## src/rtl/spi_access_arbiter.sv

```systemverilog
// spi_access_arbiter: round-robin sharing of one SPI register-access engine
// between NUM_REQ requesters, one transaction in flight, with a timeout watchdog.
module spi_access_arbiter #(
  parameter int unsigned NUM_REQ     = 4,
  parameter int unsigned TIMEOUT_CYC = 4096,
  parameter int unsigned TO_W        = 13
) (
  input  logic                  clk_100m,
  input  logic                  rst,
  input  logic [NUM_REQ-1:0]    req,
  input  logic [NUM_REQ*8-1:0]  req_com,
  input  logic [NUM_REQ*16-1:0] req_addr,
  input  logic [NUM_REQ*32-1:0] req_wdata,
  output logic [NUM_REQ-1:0]    req_gnt,
  output logic [NUM_REQ-1:0]    req_done,
  output logic [NUM_REQ-1:0]    req_err,
  output logic [31:0]           req_rdata,
  output logic [7:0]            spi_com,
  output logic [15:0]           spi_addr,
  output logic [31:0]           mosi_data,
  output logic                  spi_run,
  input  logic                  spi_done,
  input  logic [31:0]           miso_data,
  output logic                  busy
);

  localparam int unsigned IDX_W = (NUM_REQ > 1) ? $clog2(NUM_REQ) : 1;

  typedef enum logic [1:0] {
    S_IDLE,
    S_ISSUE,
    S_WAIT,
    S_DONE
  } state_t;

  state_t             state, state_nxt;
  logic [IDX_W-1:0]   idx, idx_nxt;
  logic [IDX_W-1:0]   rr_ptr, rr_nxt;
  logic [TO_W-1:0]    cnt, cnt_nxt;
  logic [NUM_REQ-1:0] gnt_nxt, done_nxt, err_nxt;
  logic [31:0]        rdata_nxt, wdata_nxt;
  logic [7:0]         com_nxt;
  logic [15:0]        addr_nxt;
  logic               run_nxt;

  // arbitration result: first pending requester at or after rr_ptr
  logic               found;
  logic [IDX_W-1:0]   sel;
  logic [7:0]         sel_com;
  logic [15:0]        sel_addr;
  logic [31:0]        sel_wdata;

  // round-robin scan starting at rr_ptr, wrapping modulo NUM_REQ
  always_comb begin
    int unsigned c;
    c         = 0;
    found     = 1'b0;
    sel       = '0;
    sel_com   = '0;
    sel_addr  = '0;
    sel_wdata = '0;
    for (int unsigned k = 0; k < NUM_REQ; k++) begin
      c = (32'(rr_ptr) + k) % NUM_REQ;
      if (!found && 1'(req >> c)) begin
        found     = 1'b1;
        sel       = IDX_W'(c);
        sel_com   = 8'(req_com >> (c * 8));
        sel_addr  = 16'(req_addr >> (c * 16));
        sel_wdata = 32'(req_wdata >> (c * 32));
      end
    end
  end

  // state register
  always_ff @(posedge clk_100m) begin
    if (rst) state <= S_IDLE;
    else     state <= state_nxt;
  end

  // next-state and next-output decode
  always_comb begin
    state_nxt = state;
    idx_nxt   = idx;
    rr_nxt    = rr_ptr;
    cnt_nxt   = cnt;
    gnt_nxt   = req_gnt;
    done_nxt  = '0;
    err_nxt   = '0;
    rdata_nxt = req_rdata;
    com_nxt   = spi_com;
    addr_nxt  = spi_addr;
    wdata_nxt = mosi_data;
    run_nxt   = 1'b0;
    unique case (state)
      S_IDLE: begin
        if (found) begin
          idx_nxt   = sel;
          com_nxt   = sel_com;
          addr_nxt  = sel_addr;
          wdata_nxt = sel_wdata;
          gnt_nxt   = NUM_REQ'(1) << sel;
          run_nxt   = 1'b1;
          state_nxt = S_ISSUE;
        end
      end
      S_ISSUE: begin
        cnt_nxt   = '0;
        state_nxt = S_WAIT;
      end
      S_WAIT: begin
        // a completion on the timeout cycle still counts as success
        if (spi_done) begin
          rdata_nxt = miso_data;
          done_nxt  = NUM_REQ'(1) << idx;
          state_nxt = S_DONE;
        end else if (cnt == TO_W'(TIMEOUT_CYC - 1)) begin
          rdata_nxt = '0;
          done_nxt  = NUM_REQ'(1) << idx;
          err_nxt   = NUM_REQ'(1) << idx;
          state_nxt = S_DONE;
        end else begin
          cnt_nxt = cnt + TO_W'(1);
        end
      end
      S_DONE: begin
        gnt_nxt   = '0;
        rr_nxt    = (idx == IDX_W'(NUM_REQ - 1)) ? '0 : idx + IDX_W'(1);
        state_nxt = S_IDLE;
      end
      default: state_nxt = S_IDLE;
    endcase
  end

  // registered outputs and datapath
  always_ff @(posedge clk_100m) begin
    if (rst) begin
      idx       <= '0;
      rr_ptr    <= '0;
      cnt       <= '0;
      req_gnt   <= '0;
      req_done  <= '0;
      req_err   <= '0;
      req_rdata <= '0;
      spi_com   <= '0;
      spi_addr  <= '0;
      mosi_data <= '0;
      spi_run   <= 1'b0;
      busy      <= 1'b0;
    end else begin
      idx       <= idx_nxt;
      rr_ptr    <= rr_nxt;
      cnt       <= cnt_nxt;
      req_gnt   <= gnt_nxt;
      req_done  <= done_nxt;
      req_err   <= err_nxt;
      req_rdata <= rdata_nxt;
      spi_com   <= com_nxt;
      spi_addr  <= addr_nxt;
      mosi_data <= wdata_nxt;
      spi_run   <= run_nxt;
      busy      <= (state_nxt != S_IDLE);
    end
  end

endmodule
```

## config.mk

```make
export PLATFORM = sky130hd
export DESIGN_NAME = spi_access_arbiter
export DESIGN_NICKNAME = d
export VERILOG_FILES = /design/src/rtl/spi_access_arbiter.sv
export SDC_FILE = /design/constraint.sdc
export NUM_CORES = 1
export LEC_CHECK = 0
export ABC_CLOCK_PERIOD_IN_PS = 2300
export CAP_MARGIN = 20
export CORE_MARGIN = 2
export CORE_UTILIZATION = 43
export DETAILED_ROUTE_END_ITERATION = 12
export PLACE_DENSITY = 0.79
export SETUP_SLACK_MARGIN = 0.1
export SYNTH_ARGS = -nofsm -noshare
export SYNTH_HDL_FRONTEND = slang
export SYNTH_SLANG_ARGS = --single-unit
export TNS_END_PERCENT = 100
```

## constraint.sdc

```tcl
create_clock -name clk_100m -period 2.3 [get_ports clk_100m]
set_clock_uncertainty 0.2 [all_clocks]
set_input_delay 0.345 -clock clk_100m [delete_from_list [all_inputs] [get_ports clk_100m]]
set_output_delay 0.345 -clock clk_100m [all_outputs]
set_load 0.01 [all_outputs]
```

==> results_dict.tcl, run 1 <==
set metrics [dict create \
    status "completed" \
    drcViolationCount 0 \
    cts.path.max_buffers 2 \
    synth_cells 1144 \
    min_period_ns 2.229 \
    tightest_slew_ns 0.5972 \
    die_w_um 161.4 \
    cts_root_buf "clkbuf_16" \
    cts_inserted_buffers 17 \
    finalWorstSetupSlack_ns 0.07149 \
    required_ns 2.47 \
    synth.area.top_cells "mux4_2 23%, dfxtp_1 23%, o31a_1 7.6%" \
    cts_sinks 121 \
    hold_viol 0 \
    gp_congestion 0.8729 \
    timing.final.crit_share 0.9689 \
    yosysUniqueCellTypes 59 \
    final_cell_area_um2 16920 \
    drive_gt1_frac 0.2239 \
    grt_pass1_wl_um 61290 \
    endpoint_kind "register" \
    start_util 0.4378 \
    arrival_ns 2.39 \
    max-cap-violations 0 \
    layout_common_cells "359 x clkdlybuf4s50_1, 122 x a21oi_1, 119 x dfxtp_1" \
    start_kind "register" \
    cp_common_cell "buf_12" \
    critical_path_class "register to register" \
    final_cells 1875 \
    pin_count 365 \
    cts_max_level 4 \
    dpl_worst_slack_ns -0.4240 \
    ys_seq_elements 121 \
    crit_path_cell_trace "or4b_4 > a21oi_4 > buf_12 > buf_12 > clkbuf_16 > a22oi_1 > a21oi_1 > o31a_1" \
    synth.largest_area_cell "mux4_2" \
    rsz0062_at_grt "true" \
    post_dp_cell_area_um2 15140 \
    synth_edf_count 0 \
    cts_tree "built" \
    final_antenna_net_count 0 \
    syn_area_um2 10650 \
    placed_cells 1786 \
    fin_util 0.6955 \
    postCtsHoldBufs 0 \
    cellPowerDensity_nw_per_um2 526.8 \
    vdd_ir_drop_max_mv 0.5443 \
    fmax_mhz 448.7 \
    netlist.area_leader.share 0.2348 \
    synth-main-ff-cell "dfxtp_1" \
    synthArstFlopShare 0 \
    critical_path.max_fanout 6 \
    p_leak_nw 5.812 \
    via_per_inst 6.473 \
    yosysWarnings 0 \
    die_h_um 161.4 \
    core.rowCount 57 \
    io_buffers 364 \
    hpwl_um 26730 \
    grt_start_max_net_pins 77 \
    syn_nets 1412 \
    clk_pin_slew_ns 0.07 \
    avgSynthCellArea_um2 9.307 \
    slew-limit-headroom 0.6019 \
    vias 12140 \
    clkLatencyLatePin_ns 0.42 \
    areaGrowthSynthToFinish_pct 58.86 \
    routed_wl_um 41800 \
    setup_violations 0 \
    antenna_found_initial 2 \
    first_global_vias 11640 \
    cp_slowest_cell "or4b_4" \
    mostFrequentLayoutCell "clkdlybuf4s50_1" \
    total_power_mw 8.911 \
    drt-initial-drc-count 1253 \
    fin_nets 1805 \
    die_area_um2 26040 \
    slew_violations 0 \
    ys_seq_area_frac 0.2275 \
    first_pass_iters 5 \
    wl_per_cell_um 22.29 \
    coreArea_um2 24320 \
    grt.total_usage 0.2912 \
    crit_path_max_incr_delay_ns 0.58 \
    hp-class "input port to register" \
    grt-ovfl-total 0 \
]
-- synthesized netlist by cell type, types with 2 or more instances --
cell type / instances
inv_1: 61
nor4_1: 10
and3_1: 4
xnor2_1: 4
nand2b_1: 7
nand3b_1: 2
nand4_1: 2
mux2i_1: 58
o2111ai_1: 2
a21o_1: 11
mux4_2: 111
buf_6: 3
mux2_2: 2
a31oi_1: 2
dfxtp_1: 121
a221oi_1: 46
or3_1: 4
nor3_1: 16
buf_2: 46
a21oi_1: 125
nor3b_2: 2
nor2_1: 35
nand3_1: 8
a22o_1: 32
or4_1: 2
nor4_2: 3
buf_4: 3
buf_1: 17
o22ai_1: 11
o31a_1: 92
and2_1: 8
o2111a_1: 9
ha_1: 5
nor3b_1: 3
o21ai_0: 64
a211oi_1: 13
a32oi_1: 4
clkbuf_1: 61
a22oi_1: 46
nand2_1: 70
-- logic make-up (layout without fill, tap and decap cells) --
| group | count (synthesis) | count (layout) | share of synthesized area |
|---|---|---|---|
| adder cells (fa/ha/maj) | 5 | 5 | 0.005875 |
| multiplexers | 171 | 171 | 0.2914 |
| XOR/XNOR | 5 | 5 | 0.004113 |
| other | 0 | 1 | 0 |
| AND/OR/NAND/NOR | 185 | 185 | 0.08719 |
| AO/OA/AOI/OAI | 466 | 467 | 0.3080 |
| flip-flops | 121 | 121 | 0.2275 |
| buffers and inverters | 191 | 596 | 0.07591 |
-- worst max-delay path, delay by kind of cell, from the launching register on --
| family | cells | cell delay, ns |
|---|---|---|
| and+or+nand+nor | 1 | 0.58 |
| DFF | 1 | 0.37 |
| AOI/OAI and AO/OA | 4 | 0.57 |
| buffers and inverters | 3 | 0.44 |
-- state kept, by name, indices dropped and copies added (netlist names) --
signal and cells:
req_gnt 4, busy 1, spi_addr 16, spi_com 8
req_done 4, spi_run 1, mosi_data 32, rr_ptr 2
req_rdata 32, idx 2, state 2, cnt 13
req_err 4
-- power breakdown --
group          switching, mW  leakage (nW)  internal [mW]  total [mW]
Clock                   1.24         0.294           1.56        2.80
Combinational           1.64          4.52           1.94        3.58
Sequential             0.182         0.993           2.35        2.54
-- per-stage QoR --
step           setup TNS (ns)  hold slack [ns]
6_report                    0          0.04072
5_1_grt                     0          0.03329
4_1_cts                     0          0.01183
3_5_place_dp           -21.46           0.2627
3_3_place_gp           -20.35           0.2615
2_1_floorplan               0           0.2609
-- what timing repair did --
action                                  4_1_cts  5_1_grt
setup buffers                                23       14
endpoints found under the setup margin       57       92
gates cloned                                  4       17
resized for setup                            21       60
pin swaps                                    21       72
-- area by class of cell --
type,instances,area (um2)
multi-input combinational,833,7732
fill,1755,7405
timing repair buffer,503,5514
sequential,121,2430
clock buffer,17,425.4
tap,324,405.4
inverter,61,229.0
clock inverter,15,176.4
antenna,1,2.502
-- layer usage --
layer,vias to the layer above,share of wire,wire [um],global-route usage
li1,5368,-,-,-
met1,5952,0.38,15980,0.3642
met2,692,0.50,20880,0.4909
met3,125,0.077,3220,0.05033
met4,0,0.041,1725,0.1364
met5,-,0,0,0
-- final timing paths --
check | cells after the start | slack (ns) | from | endpoint
worst max-delay path | 8 | 0.07 | rr_ptr[1] | spi_addr[1]
worst min-delay path | 2 | 0.04 | rst | cnt[1]
worst max register to register | 8 | 0.07 | rr_ptr[1] | spi_addr[1]
worst min register to register | 1 | 0.28 | req_rdata[0] | req_rdata[0]
Power figures use the tool's default switching activity.
==> run 2, diff against run 1 <==
--- a/config.mk
+++ b/config.mk
@@ -7,7 +7,6 @@
 export LEC_CHECK = 0
 export ABC_CLOCK_PERIOD_IN_PS = 2300
 export CAP_MARGIN = 20
-export CORE_MARGIN = 2
 export CORE_UTILIZATION = 43
 export DETAILED_ROUTE_END_ITERATION = 12
 export PLACE_DENSITY = 0.79
==> results_dict.tcl, run 2 (synthesis results as in run 1) <==
set metrics [dict create \
    grt.total_usage 0.2827 \
    holdWs_ns 0.2774 \
    layout_common_cells "361 x clkdlybuf4s50_1, 124 x a21oi_1, 119 x dfxtp_1" \
    critical_path.max_fanout 10 \
    hold_end "req_rdata[5]" \
    via_per_inst 6.332 \
    cts_sinks 121 \
    min_from "req_rdata[5]" \
    fin_nets 1777 \
    slew_violations 0 \
    antenna_found_initial 1 \
    crit_path_cell_trace "clkdlybuf4s50_1 > buf_4 > nand2b_1 > a2bb2oi_1 > o31a_2 > buf_12 > buf_4 > or3_1 > and3_1" \
    total_power_mw 8.888 \
    coreArea_um2 24320 \
    endpoint_kind "register" \
    cts_root_buf "clkbuf_16" \
    first_pass_iters 6 \
    cellPowerDensity_nw_per_um2 548.6 \
    timing.rr.end "mosi_data[28]" \
    final_cells 1847 \
    max-cap-violations 0 \
    wl_met1_um 15050 \
    cp_common_cell "buf_4" \
    placed_cells 1796 \
    cts.path.max_buffers 2 \
    critical_path_class "input port to register" \
    pin_count 365 \
    vias 11700 \
    fmax_mhz 451.5 \
    clk_pin_slew_ns 0.07 \
    drcViolationCount 0 \
    grt_start_max_net_pins 64 \
    grt_pass1_wl_um 58220 \
    clkLatencyLatePin_ns 0.42 \
    route.met3.wl_um 2705 \
    timing.final.crit_share 0.9630 \
    top_regs "mosi_data: 32 flops, req_rdata: 32 flops, spi_addr: 16 flops" \
    hp-class "register to register" \
    drt-initial-drc-count 1022 \
    areaGrowthSynthToFinish_pct 52.14 \
    cts_max_level 4 \
    drive_gt1_frac 0.1905 \
    final_antenna_net_count 0 \
    die_area_um2 25400 \
    hpwl_um 26390 \
    wl_per_cell_um 20.66 \
    worstReg2RegStart "rr_ptr[1]" \
    tightest_slew_ns 0.5067 \
    first_global_vias 11140 \
    start_kind "input port" \
    rsz0062_at_grt "true" \
    slew-limit-headroom 0.6591 \
    setup_violations 0 \
    arrival_ns 2.34 \
    mostFrequentLayoutCell "clkdlybuf4s50_1" \
    start_util 0.4378 \
    reg2reg_slack_ns 0.14 \
    routed_wl_um 38160 \
    hold_viol 0 \
    top_layer_used "met4" \
    gp_congestion 0.8704 \
    grt-ovfl-total 0 \
    crit_path_max_incr_delay_ns 0.45 \
    p_leak_nw 5.516 \
    cp_slowest_cell "clkdlybuf4s50_1" \
    io_buffers 364 \
    min_period_ns 2.215 \
    cts_tree "built" \
    required_ns 2.43 \
    hold_depth 1 \
    die_h_um 159.4 \
    core.rowCount 57 \
    reg2reg_depth 7 \
    dr_wl_met2_um 18760 \
    cts_inserted_buffers 17 \
    die_w_um 159.4 \
    status "completed" \
    vdd_ir_drop_max_mv 0.6340 \
]
## run 2: cell count changes in the layout (fill, tap and decap cells not counted), moves of 5 or more
cell / previous run / this run
a221oi_1: 34 / 45
a221oi_2: 12 / 1
clkbuf_16: 30 / 20
buf_16: 9 / 1
buf_4: 73 / 67
a211oi_1: 3 / 8
a211oi_2: 9 / 4
a22oi_1: 40 / 45
a22oi_2: 6 / 1
buf_8: 5 / 0
## run 2: layout make-up
cell class                      count  area, um2
Antenna cell                        1      2.502
Clock buffer                       17      425.4
Clock inverter                     15      175.2
Fill cell                        1853       8120
Inverter                           61      229.0
Multi-Input combinational cell    832       7555
Sequential cell                   121       2430
Tap cell                          324      405.4
Timing Repair Buffer              476       4977
## run 2: critical path, delay by kind of cell
| kind | cells | cell delay [ns] |
|---|---|---|
| buf+inv | 4 | 0.89 |
| simple gates | 3 | 0.61 |
| compound gates | 2 | 0.49 |
## run 2: worst max-delay path by stage
stage          startpoint  slack, ns             to  cells past startpoint
2_1_floorplan   rr_ptr[0]       0.07  mosi_data[10]                      7
3_3_place_gp       req[1]      -0.35     req_gnt[3]                      9
3_5_place_dp       req[1]      -0.43     req_gnt[3]                      9
4_1_cts            cnt[0]       0.10  req_rdata[19]                      6
5_1_grt            req[0]       0.02  mosi_data[28]                      9
6_report           req[0]       0.09     spi_com[6]                      9
## run 2: where the power goes
part | leakage [nW] | switching (mW) | total (mW) | internal (mW)
sequential | 0.993 | 0.191 | 2.54 | 2.35
combinational | 4.23 | 1.59 | 3.55 | 1.97
clock | 0.291 | 1.23 | 2.79 | 1.56
## run 2: layer usage
metal	vias to the layer above	global-route usage
li1	5307	-
met1	5657	0.3515
met2	615	0.4777
met3	116	0.04949
met4	0	0.1302
met5	-	0
## run 2: through the flow
stage | utilization | TNS, ns | setup slack [ns] | area [um2]
5_1_grt | 0.6661 | 0 | 0.01618 | 16200
2_1_floorplan | - | 0 | 0.07087 | 10650
4_1_cts | 0.6528 | 0 | 0.1049 | 15880
3_5_place_dp | 0.6272 | -22.91 | -0.4333 | 15250
3_3_place_gp | 0.6272 | -19.17 | -0.3509 | 15250
6_report | 0.6661 | 0 | 0.08502 | 16200
## run 2: timing repair
| action | in CTS | in global routing |
|---|---|---|
| gates resized for setup | 2 | 24 |
| pin swaps | 1 | 0 |
| setup buffers | 0 | 12 |
| endpoints found under the hold margin | 1 | 0 |
| gates cloned | 0 | 5 |
| hold buffers | 1 | 0 |
| setup endpoints to repair | 47 | 97 |
==> run 3, diff against run 2 <==
--- a/config.mk
+++ b/config.mk
@@ -7,7 +7,9 @@
 export LEC_CHECK = 0
 export ABC_CLOCK_PERIOD_IN_PS = 2300
 export CAP_MARGIN = 20
+export CORE_MARGIN = 2
 export CORE_UTILIZATION = 43
+export CTS_CLUSTER_SIZE = 28
 export DETAILED_ROUTE_END_ITERATION = 12
 export PLACE_DENSITY = 0.79
 export SETUP_SLACK_MARGIN = 0.1
==> results of run 3 <==
Same layout as run 1: the final DEF is identical, and so are final timing and power.
